File: config.mk
export PLATFORM = sky130hd
export DESIGN_NAME = ifetch_unit
export DESIGN_NICKNAME = d
export VERILOG_FILES = /design/src/rtl/ifetch_unit.sv
export SDC_FILE = /design/constraint.sdc
export NUM_CORES = 1
export LEC_CHECK = 0
export ABC_CLOCK_PERIOD_IN_PS = 2100
export BUFFER_PORTS_ARGS = -buffer_cell sky130_fd_sc_hd__buf_2
export CORE_ASPECT_RATIO = 1.1
export CORE_UTILIZATION = 53
export CTS_CLUSTER_SIZE = 10
export DETAILED_ROUTE_END_ITERATION = 12
export PLACE_DENSITY = 0.82
export REMOVE_ABC_BUFFERS = 1
export SLEW_MARGIN = 20
export SYNTH_ARGS = -nofsm -noshare
export SYNTH_HDL_FRONTEND = slang
export SYNTH_SLANG_ARGS = --single-unit
File: constraint.sdc
create_clock -name clk -period 2.1 [get_ports clk]
set_input_delay 0.42 -clock clk [delete_from_list [all_inputs] [get_ports clk]]
set_output_delay 0.42 -clock clk [all_outputs]
set_load 0.005 [all_outputs]
File: src/rtl/ifetch_unit.sv
`default_nettype none
// ============================================================================
// Module   : ifetch_unit
// Purpose  : Instruction fetch front end with a two-cycle memory tag pipeline and
//            an output FIFO. Optional misaligned-redirect trap: IFETCH_MISALIGN_TRAP_EN
// Revision : 1.0
// ============================================================================
module ifetch_unit #(
   parameter logic [31:0] RESET_PC   = 32'h0000_0000,
   parameter int          FIFO_DEPTH = 4
) (
   input  logic        clk,
   input  logic        rst_n,
   output logic [31:0] imem_addr,
   input  logic [31:0] imem_data,
   input  logic        redirect_valid,
   input  logic [31:0] redirect_pc,
   output logic        out_valid,
   input  logic        out_ready,
   output logic [31:0] out_inst,
   output logic [31:0] out_pc,
   output logic        out_fault
);

   localparam int             PTR_W     = $clog2(FIFO_DEPTH);
   localparam int             CNT_W     = PTR_W + 1;
   localparam logic [CNT_W:0] DEPTH_OCC = (CNT_W + 1)'(FIFO_DEPTH);

   logic [31:0]      pc_q, pc_d;
   logic             t1_vld_q, t1_vld_d;
   logic [31:0]      t1_pc_q, t1_pc_d;
   logic             t2_vld_q, t2_vld_d;
   logic [31:0]      t2_pc_q, t2_pc_d;
   logic [PTR_W-1:0] rd_ptr_q, rd_ptr_d;
   logic [PTR_W-1:0] wr_ptr_q, wr_ptr_d;
   logic [CNT_W-1:0] count_q, count_d;
   logic [31:0]      fifo_inst_q [FIFO_DEPTH];
   logic [31:0]      fifo_inst_d [FIFO_DEPTH];
   logic [31:0]      fifo_pc_q   [FIFO_DEPTH];
   logic [31:0]      fifo_pc_d   [FIFO_DEPTH];

   logic             run_mode;
   logic             fault_push;
   logic             issue;
   logic             push;
   logic             pop;
   logic [31:0]      redir_pc;
   logic [31:0]      push_inst;
   logic [31:0]      push_pc;
   logic [CNT_W:0]   occupancy;

   // Credit counts buffered plus in-flight words; a same-cycle pop is not credited.
   assign occupancy = {1'b0, count_q} + (CNT_W + 1)'(t1_vld_q) + (CNT_W + 1)'(t2_vld_q);
   assign issue     = run_mode && !redirect_valid && (occupancy < DEPTH_OCC);
   assign pop       = out_valid && out_ready && !redirect_valid;
   assign push      = (t2_vld_q || fault_push) && !redirect_valid;

   assign imem_addr = pc_q;
   assign out_valid = (count_q != '0);
   assign out_inst  = fifo_inst_q[rd_ptr_q];
   assign out_pc    = fifo_pc_q[rd_ptr_q];

`ifdef IFETCH_MISALIGN_TRAP_EN
   localparam logic [31:0] FAULT_INST = 32'h0000_0013;

   typedef enum logic [1:0] {
      RUN   = 2'd0,
      FAULT = 2'd1,
      HALT  = 2'd2
   } state_e;

   state_e state_q, state_d;
   logic   fifo_fault_q [FIFO_DEPTH];
   logic   fifo_fault_d [FIFO_DEPTH];

   always_comb begin
      state_d = state_q;
      if (redirect_valid) begin
         state_d = (redirect_pc[1:0] != 2'b00) ? FAULT : RUN;
      end else if ((state_q == FAULT) && pop) begin
         state_d = HALT;
      end
   end

   always_ff @(posedge clk or negedge rst_n) begin
      if (!rst_n) begin
         state_q <= RUN;
      end else begin
         state_q <= state_d;
      end
   end

   // The FIFO is empty only before the fault entry has been written.
   assign run_mode   = (state_q == RUN);
   assign fault_push = (state_q == FAULT) && (count_q == '0);
   assign redir_pc   = redirect_pc;
   assign push_inst  = fault_push ? FAULT_INST : imem_data;
   assign push_pc    = fault_push ? pc_q : t2_pc_q;

   always_comb begin
      fifo_fault_d = fifo_fault_q;
      if (push) begin
         fifo_fault_d[wr_ptr_q] = fault_push;
      end
   end

   always_ff @(posedge clk or negedge rst_n) begin
      if (!rst_n) begin
         fifo_fault_q <= '{default: 1'b0};
      end else begin
         fifo_fault_q <= fifo_fault_d;
      end
   end

   assign out_fault = fifo_fault_q[rd_ptr_q];
`else
   logic unused_redirect_lsb;

   assign run_mode            = 1'b1;
   assign fault_push          = 1'b0;
   assign redir_pc            = {redirect_pc[31:2], 2'b00};
   assign unused_redirect_lsb = ^redirect_pc[1:0];
   assign push_inst           = imem_data;
   assign push_pc             = t2_pc_q;
   assign out_fault           = 1'b0;
`endif

   always_comb begin
      pc_d        = pc_q;
      t1_vld_d    = issue;
      t1_pc_d     = pc_q;
      t2_vld_d    = t1_vld_q;
      t2_pc_d     = t1_pc_q;
      rd_ptr_d    = rd_ptr_q;
      wr_ptr_d    = wr_ptr_q;
      count_d     = count_q + CNT_W'(push) - CNT_W'(pop);
      fifo_inst_d = fifo_inst_q;
      fifo_pc_d   = fifo_pc_q;

      if (issue) begin
         pc_d = pc_q + 32'd4;
      end
      if (push) begin
         fifo_inst_d[wr_ptr_q] = push_inst;
         fifo_pc_d[wr_ptr_q]   = push_pc;
         wr_ptr_d              = wr_ptr_q + PTR_W'(1);
      end
      if (pop) begin
         rd_ptr_d = rd_ptr_q + PTR_W'(1);
      end

      // Redirect wins: flush buffer and tags so late memory data is dropped.
      if (redirect_valid) begin
         pc_d     = redir_pc;
         t1_vld_d = 1'b0;
         t2_vld_d = 1'b0;
         rd_ptr_d = '0;
         wr_ptr_d = '0;
         count_d  = '0;
      end
   end

   always_ff @(posedge clk or negedge rst_n) begin
      if (!rst_n) begin
         pc_q        <= RESET_PC;
         t1_vld_q    <= 1'b0;
         t1_pc_q     <= '0;
         t2_vld_q    <= 1'b0;
         t2_pc_q     <= '0;
         rd_ptr_q    <= '0;
         wr_ptr_q    <= '0;
         count_q     <= '0;
         fifo_inst_q <= '{default: '0};
         fifo_pc_q   <= '{default: '0};
      end else begin
         pc_q        <= pc_d;
         t1_vld_q    <= t1_vld_d;
         t1_pc_q     <= t1_pc_d;
         t2_vld_q    <= t2_vld_d;
         t2_pc_q     <= t2_pc_d;
         rd_ptr_q    <= rd_ptr_d;
         wr_ptr_q    <= wr_ptr_d;
         count_q     <= count_d;
         fifo_inst_q <= fifo_inst_d;
         fifo_pc_q   <= fifo_pc_d;
      end
   end

endmodule
`default_nettype wire

After elaboration in Yosys (flattened, before gate mapping)
Cells that the tools add are included.
{"block": "totals", "input_bits": 68, "out_inout_bits": 98, "reg_bits": 361, "elab_cells": 58}
{"block": "classes", "n_reduce_logical": 10, "n_addsub": 7, "n_mux": 19, "n_bitwise": 2, "magnitude_cmp": 4}
{"operator": "bitwise mux 128 bit", "count": 2}
{"operator": "two-way mux 32 bit", "count": 7}
{"operator": "binary-select mux 32 bit (select 2 bit)", "count": 2}
{"operator": "demux 32 bit (select 2 bit)", "count": 1}
{"operator": "adder 32 x 3 -> 32 bit (second input constant)", "count": 1}
{"operator": "two-way mux 2 bit", "count": 4}
{"operator": ">= comparator 3 bit (second input constant)", "count": 2}
{"operator": "NOT 2 -> 3 bit", "count": 2}
{"operator": "nonzero test 2 bit", "count": 3}
{"operator": "logical AND 1 bit", "count": 5}
{"operator": "adder 2 x 1 -> 2 bit (second input constant)", "count": 2}
{"operator": "adder 3 x 1 -> 4 bit", "count": 1}
{"operator": "adder 4 x 1 -> 4 bit", "count": 1}
{"operator": "< comparator 4 x 3 -> 1 bit (second input constant)", "count": 1}
{"operator": "adder 3 x 1 -> 3 bit", "count": 1}
{"operator": "< comparator 3 x 1 -> 1 bit (second input constant)", "count": 1}
{"operator": "two-way mux 3 bit", "count": 1}
{"operator": "nonzero test 3 bit", "count": 1}
{"operator": "subtractor 3 x 1 -> 3 bit", "count": 1}
{"operator": "two-way mux 1 bit", "count": 2}
{"operator": "logical NOT 1 bit", "count": 1}

Longest topological paths before layout
Gate-level depths: netlist (run 1).
{"block": "logic_depth", "word_depth": 6, "mapped_depth": 11, "ltp_nobuf": 10}

Worst setup path after synthesis (run 1)
No wires, ideal clock.
{"block": "synth_path", "kind": "in2reg", "from": "in redirect_valid", "to": "reg count_q[2]", "arrival_time_ps": 2345, "required_ps": 1968, "setup_ps": 132, "slack_ps": -377, "path_buffers": 3, "cell_stages": 11, "path_cell_list": "clkbuf_1 -> clkbuf_1 -> buf_1 -> nor2_1 -> ha_1 -> inv_1 -> ha_1 -> inv_1 -> fa_1 -> xnor2_1 -> nor2_1"}
{"block": "synth_between", "elab_chain_len": 5, "elab_cells_between_ends": 6, "cone_classes": "add/sub: 2; mux: 1; reduce/logical: 3"}
{"element": "start: declaration", "line_no": "16", "source": "input logic redirect_valid,"}
{"element": "logical NOT 1 bit", "line_no": "55, 56"}
{"element": "logical AND 1 bit", "line_no": "56", "source": "assign push = (t2_vld_q || fault_push) && !redirect_valid;"}
{"element": "adder 3 x 1 -> 3 bit", "line_no": "136", "source": "count_d = count_q + CNT_W'(push) - CNT_W'(pop);"}
{"element": "subtractor 3 x 1 -> 3 bit", "line_no": "136"}
{"element": "two-way mux 3 bit (*)", "line_no": "153", "source": "if (redirect_valid) begin"}
{"element": "via count_d[2]", "line_no": "36", "source": "logic [CNT_W-1:0] count_q, count_d;"}
{"element": "end signal: assignment", "line_no": "183", "source": "count_q <= count_d;"}
{"element": "end: declaration", "line_no": "36"}
The timed path passes the listed nets; every way through them passes the cells marked *.
A chain may end at the register's enable or synchronous reset.

Worst setup path after layout (run 1)
{"block": "layout_path", "from": "reg rd_ptr_q[0]", "to": "out out_pc[29]"}
{"block": "layout_between", "elab_chain_len": 4}
{"element": "start: declaration", "line_no": "34", "source": "logic [PTR_W-1:0] rd_ptr_q, rd_ptr_d;"}
{"element": "start signal: assignment", "line_no": "181", "source": "rd_ptr_q <= rd_ptr_d;"}
{"element": "NOT 2 -> 3 bit (implied by the code)", "line_no": "61", "source": "assign out_pc = fifo_pc_q[rd_ptr_q];"}
{"element": "binary-select mux 32 bit (select 2 bit)", "line_no": "61"}
{"element": "two-way mux 32 bit (implied by the code) (2 in series)", "line_no": "61"}
{"element": "end: declaration", "line_no": "21", "source": "output logic [31:0] out_pc,"}
Every way passes these cells. The select of a mux whose other input is x is not followed.

==> run summary, run 1 <==
Power Density: 1240 nW/um^2
Vias in the first global route: 9351
Cell taking the most area after synthesis: dfrtp_1
Hold_ws: 94.5 ps
Placed Cells: 1452
Routed vias: 8718
Non-filler cells, final: 1523
Worst skew pair latency: 530 ps
CTS Buf Count: 41
GRT overflow: 0
Pin count of the biggest net entering global routing: 69
Die height: 176 um
Detailed Route Iter0 Violations: 485
Fraction of registers with async set or reset after synthesis: 100%
Worst Skew: 19.4 ps
Wire length on met1: 13.1 mm
Least-Margin Pin Slew: 547 ps
Worst VDD drop: 0.000635 V
Post-Place Setup Slack: -132 ps
Post-DP Area: 16300 sq um
RSZ-0062 raised after global routing: true
GRT Total Usage: 22.7%
Routability cong.: 0.901
H-tree Lvls: 2
Clock slew at reported path FFs: 60 ps
Slew headroom: 63.5%
Max_cap viols: 0
Register bit total from synthesis: 347
Hpwl dp: 19.5 mm
Met3 WL post-DR: 1.36 mm
CTS Root Cell: clkbuf_16
CP max FO: 7
Tmin final: 2380 ps
Final non-filler cell area: 18200 sq um
First-pass GRT wire length: 49.7 mm
Final worst slack: -285 ps
Antenna Violating Nets Remaining: 0
Slew Viols, Final: 0
Synth warn: 0
Synth cell types: 47
Worst hold path type: input port to register
Core Area: 27000 sq um
Setup TNS: -15930 ps
Hold_sp: redirect_pc[6]
Seq/Total Area, Yosys: 59.8%
Met2 Wirelength: 16.6 mm
Kind of critical path: register to output port
Final Hold Fails: 0
RR Startpoint: count_q[1]
Final core utilization: 67.4%
Top cells by area, synth: dfrtp_1, mux2_2, mux4_2, xnor2_1, buf_2
Area delta synth->final: 25.2%
Port bufs: 158
Final setup violation count: 75
Initial Util: 53.9%
Top layer in use: met4
CP startpoint: rd_ptr_q[0]
DRC viols: 0
Power after layout: 22.5 mW
Pleak: 8.42 nW
EDFF count, synth: 0
Failing checks: setup timing
Post-Syn Instances: 923
Post-synth top area share: 59.8%
CP Launch Type: register
Antenna diodes: 0
Initial antenna violation count: 0
Synth Area per Inst: 15.7 sq um
Post-synth top flop: dfrtp_1
Share of cells above drive strength 1: 56.5%
Post-synthesis cell area: 14500 sq um
CTS tree: yes
Crit path capture type: output port
Post-Route WL: 31.8 mm
Core Rows: 63
Layout Nets: 1238
FMAX: 419 MHz
WP data required: 1680 ps
DIE AREA: 28100 sq um
Drt wl/cell: 20.9 um
Via/cell ratio: 5.72
DR pass1 iterations: 5
Status: complete, but fails checks
Clock sink total: 347
Die X: 160 um
Clk buf depth: 3
CP Data Arrival Time: 1960 ps
Ports: 166
Period utilization: 114%
==> routing by layer <==
metal,vias up,track usage (%)
met1,4569,29.1
met5,-,0
met3,58,3.54
met2,263,39.6
li1,3828,-
met4,0,7.50
==> worst max-delay path, cell delays in order (launching register included) <==
cell	delay (ps)
dfrtp_4	450
buf_12	160
clkbuf_16	180
mux4_2	490
buf_2	150
==> cells in the mapped netlist (2+ instances only) <==
master	count
nor2b_1	4
mux4_2	62
a211o_1	2
a2111oi_1	3
mux2i_1	2
nand2_1	40
xor2_1	4
xnor2_1	23
dfrtp_1	347
a21oi_1	3
a31oi_1	2
nor2_1	16
buf_1	2
buf_2	34
mux2_2	249
nand4_1	7
and4_4	2
a2111oi_2	3
o21ai_0	17
ha_1	9
or3_1	5
o21ai_1	5
nor3_1	5
nand3_1	12
and3_1	4
nor4_1	8
inv_1	9
clkbuf_1	15
buf_4	6
nor4b_1	6
==> cells by family (layout without fill, tap and decap cells) <==
kind of cell    after synthesis  in the layout  share of synthesized area [%]
other cells                   1              5                         0.0258
flops                       347            347                           59.8
simple gates                118            118                           4.46
compound gates               41             42                           1.95
fa+ha+maj                    10             10                          0.913
buf+inv                      66            304                           2.15
mux                         313            313                           29.1
xor+xnor                     27             27                           1.63
==> power by group <==
| part | leakage, nW | switching (mW) | internal, mW | total, mW |
|---|---|---|---|---|
| Sequential | 4.44 | 0.944 | 8.40 | 9.34 |
| Combinational | 3.43 | 2.67 | 4.31 | 6.98 |
| Clock | 0.550 | 2.53 | 3.60 | 6.13 |
==> registers in the layout, summed over array words and instances (netlist names) <==
register     flops
fifo_inst_q    128
t1_pc_q         30
fifo_pc_q      120
count_q          3
push_pc         30
rd_ptr_q         2
t2_vld_q         1
imem_addr       30
t1_vld_q         1
wr_ptr_q         2
==> final cells by class <==
class / count / area, sq um
inverter: 9 / 33.8
sequential: 347 / 8690
clock inverter: 3 / 45.0
clock buffer: 46 / 1080
multi-input combinational: 515 / 5920
tap: 357 / 447
timing repair buffer: 246 / 1960
fill: 1802 / 8780
==> cells in the final DEF (no fill, tap or decap), types with 3 or more instances in the layout <==
cell type,instances
dfrtp_1,344
mux2_2,249
buf_2,144
mux4_2,62
buf_4,49
clkbuf_16,44
nand2_1,34
buf_6,22
buf_12,22
xnor2_1,21
nor2_1,12
nand3_1,12
o21ai_0,12
o21ai_1,10
inv_1,7
nand4_1,7
nor4_2,7
a2111oi_4,6
ha_1,6
conb_1,5
nor2_2,4
nor2b_1,4
nor3_1,4
nand2_4,4
xor2_1,4
and3_1,4
or3_1,4
nand2_2,3
a21oi_1,3
nor4_4,3
nor4b_2,3
ha_4,3
clkbuf_1,3
buf_16,3
buf_8,3
==> worst paths after layout <==
path                               endpoint  slack (ps)  cells past startpoint
setup / recovery                 out_pc[29]        -280                      4
hold / removal                 imem_addr[6]          90                      3
setup reg to reg                 count_q[1]        -190                      9
hold reg to reg                  push_pc[7]         350                      0
max in group asynchronous       rd_ptr_q[0]         920                      3
min in group asynchronous  fifo_inst_q[120]         410                      2
==> what timing repair did <==
| item | in CTS | in global routing |
|---|---|---|
| cloned | 2 | 3 |
| hold buffers | 1 | 0 |
| resized for setup | 38 | 56 |
| pin swaps | 9 | 23 |
| buffers inserted | 8 | 9 |
| endpoints found under the setup margin | 83 | 91 |
| endpoints found under the hold margin | 46 | 0 |
Note: power is estimated with default switching activity, not from simulation.
==> inputs of run 2 (changes only) <==
--- a/config.mk
+++ b/config.mk
@@ -11,7 +11,9 @@
 export CORE_UTILIZATION = 53
 export CTS_CLUSTER_SIZE = 10
 export DETAILED_ROUTE_END_ITERATION = 12
+export GPL_ROUTABILITY_DRIVEN = 0
 export PLACE_DENSITY = 0.82
+export RECOVER_POWER = 100
 export REMOVE_ABC_BUFFERS = 1
 export SLEW_MARGIN = 20
 export SYNTH_ARGS = -nofsm -noshare
==> run summary, run 2 (synthesized netlist as in run 1, its figures left out) <==
Tmin final: 2390 ps (was 2380 ps)
Commonest non-fill, non-tap cell in the layout: dfrtp_1 (unchanged)
Switching Fraction: 27.4% (about the same)
Seq. cell area: 8690 sq um (unchanged)
Post-Place Setup Slack: -132 ps (unchanged)
Power Density: 1240 nW/um^2 (about the same)
Die height: 176 um (unchanged)
CP max FO: 7 (unchanged)
Slew Viols, Final: 0 (unchanged)
CP Launch Type: register (unchanged)
Hpwl dp: 19.5 mm (unchanged)
Final Hold Fails: 0 (unchanged)
Internal Power: 16.2 mW (was 16.3 mW)
Pin count of the biggest net entering global routing: 69 (unchanged)
Core Area: 27000 sq um (unchanged)
WP data required: 1680 ps (about the same)
Leading cell types in the layout, fill and taps excluded: dfrtp_1, mux2_2, buf_2 (unchanged)
Initial Util: 53.9% (unchanged)
Clk buf depth: 3 (unchanged)
Drt wl/cell: 20.9 um (about the same)
Setup TNS: -18440 ps (was -15930 ps)
DRC viols: 0 (unchanged)
Slowest CP cell: mux4_2 (unchanged)
DR pass1 iterations: 5 (unchanged)
Worst-path cell chain: buf_12 > clkbuf_16 > mux4_2 > buf_2 (unchanged)
CTS tree: yes (unchanged)
Worst skew pair latency: 530 ps (about the same)
Initial antenna violation count: 0 (unchanged)
Largest delay share family, worst path: buffers and inverters (unchanged)
Max reg flops: 128 (unchanged)
Clock sink total: 347 (unchanged)
Period utilization: 114% (about the same)
Vias in the first global route: 9351 (unchanged)
Biggest regs: fifo_inst_q (128), fifo_pc_q (120) (unchanged)
Antenna Violating Nets Remaining: 0 (unchanged)
Final setup violation count: 140 (was 75)
Buffer and inverter count on the worst path: 3 (unchanged)
Sw Pwr: 6.14 mW (about the same)
Worst VDD drop: 0.000635 V (about the same)
Port bufs: 158 (unchanged)
Routed vias: 8739 (was 8718)
Via/cell ratio: 5.74 (was 5.72)
GRT overflow: 0 (unchanged)
Slew headroom: 1.51% (was 63.5%)
Die X: 160 um (unchanged)
Slowest cell delay on critical path: 490 ps (about the same)
First-pass GRT wire length: 49.7 mm (unchanged)
Failing checks: setup timing (unchanged)
Power after layout: 22.4 mW (was 22.5 mW)
Non-filler cells, final: 1523 (unchanged)
Max_cap viols: 0 (unchanged)
Top reg by flops: fifo_inst_q (unchanged)
Hold_ws: 93.0 ps (was 94.5 ps)
Layout Nets: 1238 (unchanged)
Clock slew at reported path FFs: 60 ps (about the same)
Multi-input logic area: 5900 sq um (was 5920 sq um)
CP Data Arrival Time: 1970 ps (was 1960 ps)
Post-DP Area: 16300 sq um (unchanged)
FMAX: 419 MHz (about the same)
Final non-filler cell area: 18000 sq um (was 18200 sq um)
Final worst slack: -286 ps (was -285 ps)
Sequential Power Share: 41.7% (was 41.6%)
CTS Root Cell: clkbuf_16 (unchanged)
Status: complete, but fails checks (unchanged)
Core Rows: 63 (unchanged)
Worst hold path type: input port to register (unchanged)
Kind of critical path: register to output port (unchanged)
Pleak: 8.31 nW (was 8.42 nW)
Detailed Route Iter0 Violations: 517 (was 485)
Logic pwr share: 30.8% (was 31.1%)
Fillers: 1846 (was 1802)
Antenna diodes: 0 (unchanged)
Clock power frac: 27.4% (was 27.3%)
Final core utilization: 66.9% (was 67.4%)
Placed Cells: 1452 (unchanged)
H-tree Lvls: 2 (unchanged)
Post-Route WL: 31.8 mm (about the same)
Worst Skew: 19.6 ps (was 19.4 ps)
Share of cells above drive strength 1: 53.5% (was 56.5%)
DIE AREA: 28100 sq um (unchanged)
Area delta synth->final: 24.3% (was 25.2%)
Least-Margin Pin Slew: 1480 ps (was 547 ps)
CTS Buf Count: 41 (unchanged)
Ports: 166 (unchanged)
GRT Total Usage: 22.7% (unchanged)
Crit path capture type: output port (unchanged)
RSZ-0062 raised after global routing: true (unchanged)
-- run 2: cell types whose count changed in the layout (fill, tap and decap cells not counted), sizes merged --
cell / previous run / this run
buf: 243 / 206
clkbuf: 48 / 85
-- run 2: layout make-up --
cell class              instances  area share (%)
well taps                     357            2.47
repair buffers                246            10.3
inverters                       9           0.187
flip-flops and latches        347            48.2
multi-input cells             515            32.7
clock inverters                 3           0.250
clock buffers                  46            5.96
-- run 2: what timing repair did --
item | CTS | global route
hold endpoints to repair | 46 | 0
gates cloned | 2 | 3
hold buffers | 1 | 0
buffers inserted | 8 | 9
pin swaps | 9 | 23
gates resized for setup | 38 | 56
endpoints found under the setup margin | 83 | 91
-- run 2: worst paths after layout --
| check | depth (start not counted) | slack (ps) | startpoint | end |
|---|---|---|---|---|
| setup / recovery | 4 | -290 | rd_ptr_q[0] | out_pc[29] |
| hold / removal | 3 | 90 | redirect_pc[6] | imem_addr[6] |
| setup reg to reg | 9 | -240 | count_q[1] | count_q[1] |
| hold reg to reg | 0 | 350 | t1_pc_q[10] | push_pc[10] |
| max in group asynchronous | 3 | 250 | rst_n | count_q[1] |
| min in group asynchronous | 2 | 780 | rst_n | fifo_inst_q[120] |
-- run 2: worst register-to-register path, delay by kind of cell (launching register included) --
family                   cells  cell delay (ps)
flip-flops                   1              420
adder cells (fa/ha/maj)      3              990
buffers and inverters        2              150
AND/OR/NAND/NOR              4              620
-- run 2: power groups by stage --
stage / sequential [mW] / combinational (mW) / clock, mW
4_1_cts: 9.33 / 6.53 / 6.24
5_1_grt: 9.56 / 7.39 / 6.53
6_report: 9.34 / 6.90 / 6.14
3_5_place_dp: 9.46 / 5.89 / 0
3_3_place_gp: 9.33 / 5.70 / 0
2_1_floorplan: 9.36 / 3.42 / 0
-- run 2: metal layers --
layer,global-route usage (%),wire [um]
met1,29.1,12900
met4,7.50,742
met3,3.54,1540
met2,39.6,16600
met5,0,0
